[config.mk]
export PLATFORM = sky130hd
export DESIGN_NAME = apb_slave_regfile
export DESIGN_NICKNAME = d
export VERILOG_FILES = /design/src/rtl/apb_slave_regfile.sv
export SDC_FILE = /design/constraint.sdc
export NUM_CORES = 1
export LEC_CHECK = 0
export BUFFER_PORTS_ARGS = -buffer_cell sky130_fd_sc_hd__buf_2
export CAP_MARGIN = 30
export CORE_MARGIN = 4
export CORE_UTILIZATION = 30
export CTS_BUF_LIST = sky130_fd_sc_hd__clkbuf_8
export CTS_CLUSTER_SIZE = 14
export DETAILED_ROUTE_END_ITERATION = 7
export SLEW_MARGIN = 20
export SYNTH_ARGS = -nofsm -noshare
export SYNTH_HDL_FRONTEND = slang
export SYNTH_SLANG_ARGS = --single-unit
[constraint.sdc]
create_clock -name s_axi_clk -period 2.4 [get_ports s_axi_clk]
set_input_delay 0 -clock s_axi_clk [delete_from_list [all_inputs] [get_ports s_axi_clk]]
set_output_delay 0 -clock s_axi_clk [all_outputs]
set_load 0.005 [all_outputs]
[src/rtl/apb_slave_regfile.sv]
// APB slave register bank: word 0 is a constant ID, words 1..NUM_REGS-1 are
// byte-strobed read/write registers. Each transfer can be stretched by a fixed
// number of wait states. PSLVERR flags illegal accesses, and a sticky flag
// records an access phase that arrived without a setup phase.
module apb_slave_regfile #(
  parameter int          ADDR_W          = 32,
  parameter int          NUM_REGS        = 8,
  parameter int          WAIT_STATES     = 0,
  parameter logic [31:0] ID_VALUE        = 32'hA9B0_0001,
  parameter bit          PRIV_WRITE_ONLY = 1'b0
) (
  input  logic                   s_axi_clk,
  input  logic                   s_axi_areset,
  input  logic [ADDR_W-1:0]      s_apb_paddr,
  input  logic                   s_apb_psel,
  input  logic                   s_apb_penable,
  input  logic                   s_apb_pwrite,
  input  logic [31:0]            s_apb_pwdata,
  input  logic [3:0]             s_apb_pstrb,
  input  logic [2:0]             s_apb_pprot,
  output logic [31:0]            s_apb_prdata,
  output logic                   s_apb_pready,
  output logic                   s_apb_pslverr,
  output logic [NUM_REGS*32-1:0] reg_out,
  output logic                   proto_err
);

  localparam int                IDX_W      = $clog2(NUM_REGS);
  localparam logic [ADDR_W-1:0] ADDR_LIMIT = ADDR_W'(NUM_REGS * 4);

  typedef enum logic {
    IDLE,
    ACCESS
  } state_e;

  state_e           state_q;
  logic [3:0]       cnt_q;
  logic [IDX_W-1:0] idx;
  logic             complete;
  logic             acc_err;
  logic             wr_en;
  logic [31:0]      rd_word;
  logic             unused_pprot;

  // Only the privileged bit of pprot carries meaning here.
  assign unused_pprot = ^s_apb_pprot[2:1];

  assign idx = s_apb_paddr[IDX_W+1:2];

  // Completion is combinational in the last access cycle; it is held low while
  // reset is asserted, so a transfer caught mid-flight never responds.
  assign complete = !s_axi_areset && (state_q == ACCESS) && s_apb_psel &&
                    s_apb_penable && (cnt_q == 4'd0);

  // Out-of-range includes any nonzero bit above the index field (no aliasing).
  assign acc_err = (s_apb_paddr >= ADDR_LIMIT) ||
                   (s_apb_paddr[1:0] != 2'b00) ||
                   (s_apb_pwrite && (idx == '0)) ||
                   (PRIV_WRITE_ONLY && s_apb_pwrite && !s_apb_pprot[0]);

  assign wr_en = complete && s_apb_pwrite && !acc_err;

  assign s_apb_pready  = complete;
  assign s_apb_pslverr = complete && acc_err;
  assign s_apb_prdata  = (complete && !s_apb_pwrite && !acc_err) ? rd_word : 32'h0;

  // Read mux over the exported words (word 0 is the ID constant).
  always_comb begin
    // NOTE: default assignment first so no path through the loop infers a latch.
    rd_word = 32'h0;
    for (int k = 0; k < NUM_REGS; k++) begin
      if (idx == IDX_W'(k)) rd_word = reg_out[32*k +: 32];
    end
  end

  // Transfer sequencing: setup detection, wait-state countdown, abort and
  // detection of an access phase that had no setup phase.
  always_ff @(posedge s_axi_clk) begin
    // NOTE: state is updated with <= so every flop samples pre-edge values.
    if (s_axi_areset) begin
      state_q   <= IDLE;
      cnt_q     <= 4'd0;
      proto_err <= 1'b0;
    end else begin
      case (state_q)
        IDLE: begin
          if (s_apb_psel && !s_apb_penable) begin
            state_q <= ACCESS;
            cnt_q   <= 4'(WAIT_STATES);
          end else if (s_apb_psel && s_apb_penable) begin
            proto_err <= 1'b1;
          end
        end
        ACCESS: begin
          if (!s_apb_psel) begin
            state_q <= IDLE;
          end else if (!s_apb_penable) begin
            cnt_q <= 4'(WAIT_STATES);
          end else if (cnt_q != 4'd0) begin
            cnt_q <= cnt_q - 4'd1;
          end else begin
            state_q <= IDLE;
          end
        end
        default: state_q <= IDLE;
      endcase
    end
  end

  for (genvar k = 0; k < NUM_REGS; k++) begin : g_word
    if (k == 0) begin : g_id
      assign reg_out[31:0] = ID_VALUE;
    end else begin : g_rw
      logic [31:0] word_q;

      // Byte-strobed update of this word on a legal completing write.
      always_ff @(posedge s_axi_clk) begin
        // NOTE: the register bank is plain flops, so reset clears every word.
        if (s_axi_areset) begin
          word_q <= 32'h0;
        end else if (wr_en && (idx == IDX_W'(k))) begin
          for (int b = 0; b < 4; b++) begin
            if (s_apb_pstrb[b]) word_q[8*b +: 8] <= s_apb_pwdata[8*b +: 8];
          end
        end
      end

      assign reg_out[32*k +: 32] = word_q;
    end
  end

endmodule

# == Yosys cells after proc, flatten, opt, wreduce, memory -nomap -nowiden ==
# Cells that the tools add are included.
# word_totals
register_bits,230
inputBits,76
output_inout_bits,291
word_cells,123
# op_classes
n_addsub,1
n_lt_le_gt_ge,1
eq_ne,10
n_mux,19
bitwise,2
n_reduce_logical,59
# op_table
operator,count
two-way mux 32 bit,9
AND reduction 2 bit,28
>= comparator 32 x 6 -> 1 bit (second input constant),1
logical AND 1 bit,19
two-way mux 4 bit,4
== test 3 bit (second input constant),4
case mux 4 bit (2 select lines),1
== test 3 x 2 -> 1 bit (second input constant),2
AND reduction 3 bit,2
logical NOT 1 bit,4
logical NOT 4 bit,1
two-way mux 1 bit,4
!= test 2 bit (second input constant),2
nonzero test 4 bit,1
subtractor 4 x 1 -> 4 bit (second input constant),1
== test 3 x 1 -> 1 bit (second input constant),1
logical NOT 3 bit,1
!= test 3 x 2 -> 1 bit (second input constant),1
logical OR 1 bit,2
inverter 1 bit,2
case mux 1 bit (2 select lines),1
nonzero test 2 bit,1

# == Longest topological paths before layout ==
# Gate-level depths: netlist of the first run.
# depth
depth_word,10
ltp_mapped,8
ltp_nobuf,6

# == Least setup slack after synthesis of the first run ==
# No wires, ideal clock.
# synth_path
kind,reg-to-reg
startpoint,register cnt_q[0]
endpoint,register g_word[2].g_rw.word_q[0]
setup_ns,0.127
arrival_time_ns,1.843
required_ns,2.273
setup_slack_ns,0.429
path_stages_with_launch,9
n_path_buf,2
period_less_slack_ns,1.971
cell_sequence,dfxtp_1 -> inv_1 -> ha_1 -> nor3b_1 -> and4_1 -> buf_2 -> buf_6 -> nand4_2 -> mux2i_1
# synth_via
elab_chain_len,6
# synth_rtl
item,line,source
"start, declared",37,logic [3:0] cnt_q;
"start signal, assigned",89,cnt_q <= 4'(WAIT_STATES);
"start signal, assigned",98,cnt_q <= 4'(WAIT_STATES);
"start signal, assigned",100,cnt_q <= cnt_q - 4'd1;
logical NOT 4 bit,53,s_apb_penable && (cnt_q == 4'd0);
logical AND 1 bit,53,
logical AND 1 bit (2 in series),61,assign wr_en = complete && s_apb_pwrite && !acc_err;
logical AND 1 bit,121,end else if (wr_en && (idx == IDX_W'(k))) begin
AND reduction 2 bit (no line),n/a,
"end signal, assigned by index",123,if (s_apb_pstrb[b]) word_q[8*b +: 8] <= s_apb_pwdata[8*b +: 8];
"end, declared",114,logic [31:0] word_q;
# Every way passes these cells.
# A chain may end at the register's enable or synchronous reset.

# == Worst setup path in the final report of the first run ==
# layout_path
startpoint,register cnt_q[0]
endpoint,output s_apb_prdata[19]
# layout_via
elab_chain_len,5
# layout_rtl
item,line,source
logical NOT 4 bit,53,
logical AND 1 bit,53,
logical AND 1 bit (2 in series),65,assign s_apb_prdata = (complete && !s_apb_pwrite && !acc_err) ? rd_word : 32'h0;
two-way mux 32 bit,65,
"end, declared",21,"output logic [31:0] s_apb_prdata,"
# Every way passes these cells.

==> run_results.csv, run 1 <==
group,metric,value,unit
timing,fmax,407,MHz
grt,grt.busiest_layer,"met2",
drt,drc,0,
critical_path,worst_setup_path_start_kind,"flop",
logic_synthesis,yosysWarnings,0,
logic_synthesis,avgSynthCellArea,10.3,µm²
critical_path,cpPeakStageDelay,0.32,ns
logic_synthesis,synth-main-ff-cell,"dfxtp_1",
clock_tree,cts_buffers,42,
logic_synthesis,syn_area,11700,µm²
logic_synthesis,seq_area_frac_synth,39.3,%
drt,vias,10200,
drt,ant_nets,0,
logic_synthesis,synth_edf_count,0,
drt,finalWirelength,41900,µm
grt,grt_overflow,0,
clock_tree,clockBufferDepth,3,
layout,nets,1599,
grt,antenna_found_initial,1,
critical_path,crit_type,"reg -> out",
placement,place_area,13900,µm²
grt,grt_pass1_vias,10200,
grt,grt_pass1_wl,61900,µm
logic_synthesis,yosysUniqueCellTypes,49,
logic_synthesis,async_reset_ff_share,0,%
critical_path,cp.arrival,2.45,ns
timing,finalHoldViolations,0,
timing,relSlewSlack,36.5,%
grt,grt_use_met3,4.54,%
grt,grt_usage,18.9,%
min_path,hp-class,"in -> reg",
clock_tree,root_buffer,"clkbuf_8",
status,violations,"setup timing",
timing,rsz0062_at_grt,"true",
drt,dr.pass1.iters,5,
power_and_ir_drop,total_leakage_power,8.06,nW
logic_synthesis,ys_ff_latch,230,
layout,num-fill-cells,3776,
clock_tree,h-tree-depth,2,
run,cap_violations,0,
timing,fin_crit,2.45,ns
drt,vias_per_cell,4.91,
timing,setup_ws,-0.0544,ns
status,status,"finished with violations",
critical_path,required,2.40,ns
timing,drv_slew,0,
die,rows,72,
layout,final_util,40.6,%
placement,port_buffers,331,
layout,drive_above_1_share,36.5,%
power_and_ir_drop,power_density,520,nW/µm²
clock_tree,cts_tree,"built",
critical_path,cp_cell_sequence,"inv_2, ha_4, nor3b_4, and4_4, nand4b_1, buf_6, buf_12, a2111oi_4, buf_2",
critical_path,crit_slowest_cell,"dfxtp_2",
grt,grt_util_met1,22.9,%
critical_path,crit_fanout,5,
die,fp.dieW,206,µm
layout,final_area,15700,µm²
grt,grt_max_degree,263,
clock_tree,clk_pin_slew_worst_paths,0.06,ns
timing,setup_viol_count_final,3,
layout,diodes,0,
die,coreArea,38600,µm²
timing,finalClockSkew,0.0237,ns
die,start_util,30.3,%
power_and_ir_drop,ir_worst_vdd,0.383,mV
die,ios,367,
die,die_y,206,µm
grt,use_met2,33.1,%
critical_path,cp-end-kind,"primary output",
die,dieArea,42300,µm²
timing,timing.final.crit_share,102,%
placement,place_hpwl,27400,µm
drt,wl_per_cell,20.2,µm
clock_tree,insertion_delay,0.55,ns
drt,drt_iter0_markers,469,
logic_synthesis,postSynthCellCount,1139,
layout,syn_to_final_growth,33.9,%
placement,gp_congestion,0.784,
timing,worst_pin_slew,0.953,ns
clock_tree,clock-sinks,230,
-- placed cells by master (no fill, tap or decap), drive strengths merged, types with 9 or more instances in the layout --
| cell | Yosys | final |
|---|---|---|
| conb | 2 | 32 |
| inv | 6 | 21 |
| nor2 | 59 | 59 |
| a221oi | 24 | 24 |
| mux2 | 48 | 48 |
| nand4 | 25 | 25 |
| buf | 59 | 386 |
| a21oi | 9 | 9 |
| dfxtp | 230 | 230 |
| a2111oi | 24 | 24 |
| dlygate4sd3 | 0 | 35 |
| mux2i | 233 | 233 |
| nand2 | 15 | 15 |
| nand2b | 262 | 262 |
| o22ai | 26 | 26 |
| clkbuf | 53 | 52 |
-- worst max-delay path, delay by kind of cell, from the launching register on --
kind / cells / cell delay (ns)
simple gates: 3 / 0.58
compound gates: 1 / 0.29
flops: 1 / 0.32
buf+inv: 4 / 0.57
fa+ha+maj: 1 / 0.14
-- where the power goes --
part	switching [mW]	internal, mW
clock	1.65	2.05
combinational	0.390	0.251
sequential	0.00134	3.82
total	2.04	6.12
-- kinds of logic (layout without fill, tap and decap cells) --
kind of cell    Yosys count  count (layout)  synth area share [%]
simple gates            400             400                  22.0
mux                     286             286                  25.5
flops                   230             230                  39.3
buf+inv                 118             499                  5.35
compound gates          102             102                  7.73
other cells               2              32                0.0641
fa+ha+maj                 1               1                 0.107
-- Yosys cell counts, drive strengths merged (2+ instances only) --
cell / instances / area share [%]
o22ai: 26 / 1.4
nand2: 15 / 0.48
nand3: 3 / 0.13
nor4b: 2 / 0.15
buf: 59 / 3.5
mux4: 5 / 0.96
clkbuf: 53 / 1.7
a21oi: 9 / 0.38
conb: 2 / 0.064
nor3: 6 / 0.30
a221oi: 24 / 1.8
o21ai: 4 / 0.17
o221ai: 2 / 0.15
and2: 2 / 0.11
nand3b: 4 / 0.26
nand2b: 262 / 14
a2111oi: 24 / 2.9
mux2: 48 / 4.6
a2bb2oi: 2 / 0.15
nor2: 59 / 1.9
or3b: 2 / 0.15
nand4b: 2 / 0.15
nand4: 25 / 3.3
and4: 6 / 0.45
a211o: 5 / 0.37
inv: 6 / 0.19
dfxtp: 230 / 39
mux2i: 233 / 20
o22a: 2 / 0.15
nor4: 6 / 0.32
-- path summary, 6_finish.rpt --
path                        startpoint                        end  slack, ns  depth (start not counted)
max                           cnt_q[0]           s_apb_prdata[19]      -0.05                          9
min                       s_axi_areset                  proto_err       0.06                          3
max reg2reg                   cnt_q[0]   g_word[6].g_rw.word_q[7]       0.30                          9
min reg2reg  g_word[4].g_rw.word_q[24]  g_word[4].g_rw.word_q[24]       0.49                          2
-- cell type report --
cell class	count	area, µm²	share of cell area [%]
well taps	518	648	4.13
multi-input cells	821	7030	44.8
clock inverters	20	109	0.693
repair buffers	421	2560	16.3
flip-flops and latches	230	4610	29.3
clock buffers	52	716	4.56
inverters	6	22.5	0.143
-- state kept, by name (all words and copies together), names as in the netlist --
signal              flops
proto_err               1
g_word.g_rw.word_q    224
cnt_q                   4
state_q                 1
-- through the flow --
| stage | hold slack (ns) | setup slack, ns | setup TNS (ns) | cells | total power [mW] |
|---|---|---|---|---|---|
| CTS | 0.0985 | -0.130 | -0.709 | 2067 | 8.27 |
| floorplan | 0.158 | 0.429 | 0 | 1169 | 4.28 |
| finish | 0.0596 | -0.0544 | -0.128 | 2068 | 8.16 |
| global placement | 0.352 | 0.240 | 0 | 1948 | 4.45 |
| global route | 0.138 | -0.175 | -2.93 | 2068 | 8.51 |
| detailed placement | 0.373 | 0.157 | 0 | 1948 | 4.46 |
-- routing by layer --
| layer | vias up | part of all wire, % |
|---|---|---|
| met4 | 2 | 2.3 |
| met3 | 68 | 6.2 |
| met5 | - | 0.017 |
| met2 | 348 | 50 |
| met1 | 4980 | 41 |
| li1 | 4753 | - |
-- timing repair --
item,4_1_cts,5_1_grt
buffers inserted,10,4
endpoints found under the setup margin,32,32
endpoints found under the hold margin,229,0
gates resized for setup,53,12
hold buffers,35,0
pin swaps,25,6
cloned,2,0
(Power assumes the default switching activity.)
==> run 2: changes to the inputs <==
CORE_ASPECT_RATIO = 0.5   (was default)
SLEW_MARGIN = 15   (was 20)
==> run_results.csv, run 2 (synthesis gave the netlist of run 1 again) <==
group,metric,value,unit
power_and_ir_drop,ir_worst_vdd,0.246,mV
status,status,"finished with violations",
drt,finalWirelength,40900,µm
grt,grt_max_degree,263,
layout,nets,1594,
power_and_ir_drop,power_density,513,nW/µm²
grt,grt_overflow,0,
placement,gp_congestion,0.822,
timing,timing.final.crit_share,102,%
die,rows,50,
timing,fin_crit,2.45,ns
clock_tree,clk_pin_slew_worst_paths,0.06,ns
clock_tree,insertion_delay,0.54,ns
clock_tree,h-tree-depth,2,
layout,largest_reg_flops,224,
die,coreArea,38000,µm²
layout,final_area,15700,µm²
status,violations,"setup timing",
timing,relSlewSlack,39.5,%
layout,top_register,"g_word.g_rw.word_q",
clock_tree,clock-sinks,230,
placement,place_hpwl,27500,µm
critical_path,worst_setup_path_start_kind,"flop",
timing,setup_viol_count_final,9,
power_and_ir_drop,total_leakage_power,8.04,nW
drt,vias_per_cell,4.77,
layout,final_util,41.3,%
timing,rsz0062_at_grt,"true",
die,fp.dieW,288,µm
timing,drv_slew,0,
die,start_util,30.9,%
layout,fin_cells,2070,
run,cap_violations,0,
timing,finalClockSkew,0.0303,ns
critical_path,cp.arrival,2.45,ns
grt,grt_pass1_wl,60700,µm
layout,syn_to_final_growth,33.9,%
grt,grt_pass1_vias,9793,
critical_path,crit_type,"reg -> out",
drt,ant_nets,0,
layout,drive_above_1_share,36.1,%
die,die_y,148,µm
layout,final_cell_mix,"buf_2 (325), nand2b_1 (262), mux2i_1 (233)",
drt,drt_iter0_markers,420,
clock_tree,cts_buffers,40,
die,ios,367,
timing,setup_ws,-0.0536,ns
timing,fmax,408,MHz
grt,antenna_found_initial,3,
min_path,hp-class,"in -> reg",
timing,setup-tns-final,-0.220,ns
layout,reg_top3,"g_word.g_rw.word_q: 224 flops, cnt_q: 4 flops",
placement,post-place-ws,0.0594,ns
drt,dr.pass1.iters,5,
clock_tree,cts_tree,"built",
timing,finalHoldViolations,0,
critical_path,cp-end-kind,"primary output",
die,dieArea,42500,µm²
clock_tree,root_buffer,"clkbuf_8",
clock_tree,clockBufferDepth,3,
timing,worst_pin_slew,0.908,ns
grt,grt_usage,18.2,%
drt,wl_per_cell,19.8,µm
placement,place_area,14000,µm²
layout,final_common_cell,"buf_2",
drt,vias,9883,
critical_path,required,2.40,ns
placement,port_buffers,331,
drt,drc,0,
critical_path,crit_fanout,7,
placement,dp.cells,1948,
==> run 2: worst paths after layout <==
check,from,endpoint,slack [ns],cells past startpoint
worst max-delay path,cnt_q[0],s_apb_prdata[14],-0.05,10
worst min-delay path,s_axi_areset,state_q,0.09,3
worst max register to register,cnt_q[0],g_word[5].g_rw.word_q[30],0.28,10
worst min register to register,g_word[5].g_rw.word_q[31],g_word[5].g_rw.word_q[31],0.48,2
==> run 2: critical path: stages, from the launching register on <==
cell and delay (ns):
dfxtp_2 0.33, inv_2 0.07, ha_4 0.12, nor3b_4 0.18
and4_4 0.23, nand4b_1 0.12, buf_6 0.17, buf_12 0.15
buf_12 0.15, a2111oi_4 0.19, buf_2 0.19
==> run 2: area by class of cell <==
type                    count  area (µm²)
inverters                   6        22.5
clock buffers              53         729
diodes                      3        7.51
clock inverters            19        86.3
well taps                 520         651
multi-input cells         821        6990
repair buffers            418        2610
flip-flops and latches    230        4610
fillers                  3793       22300
==> run 2: where the power goes <==
part	switching, mW	internal, mW	total (mW)
Clock	1.64	1.97	3.62
Sequential	0.00131	3.82	3.82
Combinational	0.370	0.247	0.618
Total	2.02	6.04	8.06
==> run 2: metal layers <==
layer	up-vias	part of all wire (%)	global-route usage, %
li1	4739	-	-
met5	-	0	0
met3	75	4.3	3.67
met2	212	53	33.2
met4	0	3.5	7.66
met1	4857	39	20.7
==> run 2: what timing repair did <==
item                                    in CTS  in global routing
resized for setup                           49                 11
hold endpoints to repair                   230                  0
buffers inserted                             9                  3
endpoints found under the setup margin      32                 30
pin swaps                                   18                  8
gates cloned                                 1                  0
hold buffers                                35                  0
==> run 2: through the flow <==
| stage | power [mW] | hold slack (ns) |
|---|---|---|
| detailed placement | 4.43 | 0.339 |
| finish | 8.06 | 0.0937 |
| global placement | 4.43 | 0.344 |
| floorplan | 4.28 | 0.158 |
| global route | 8.38 | 0.122 |
| CTS | 8.13 | 0.0926 |
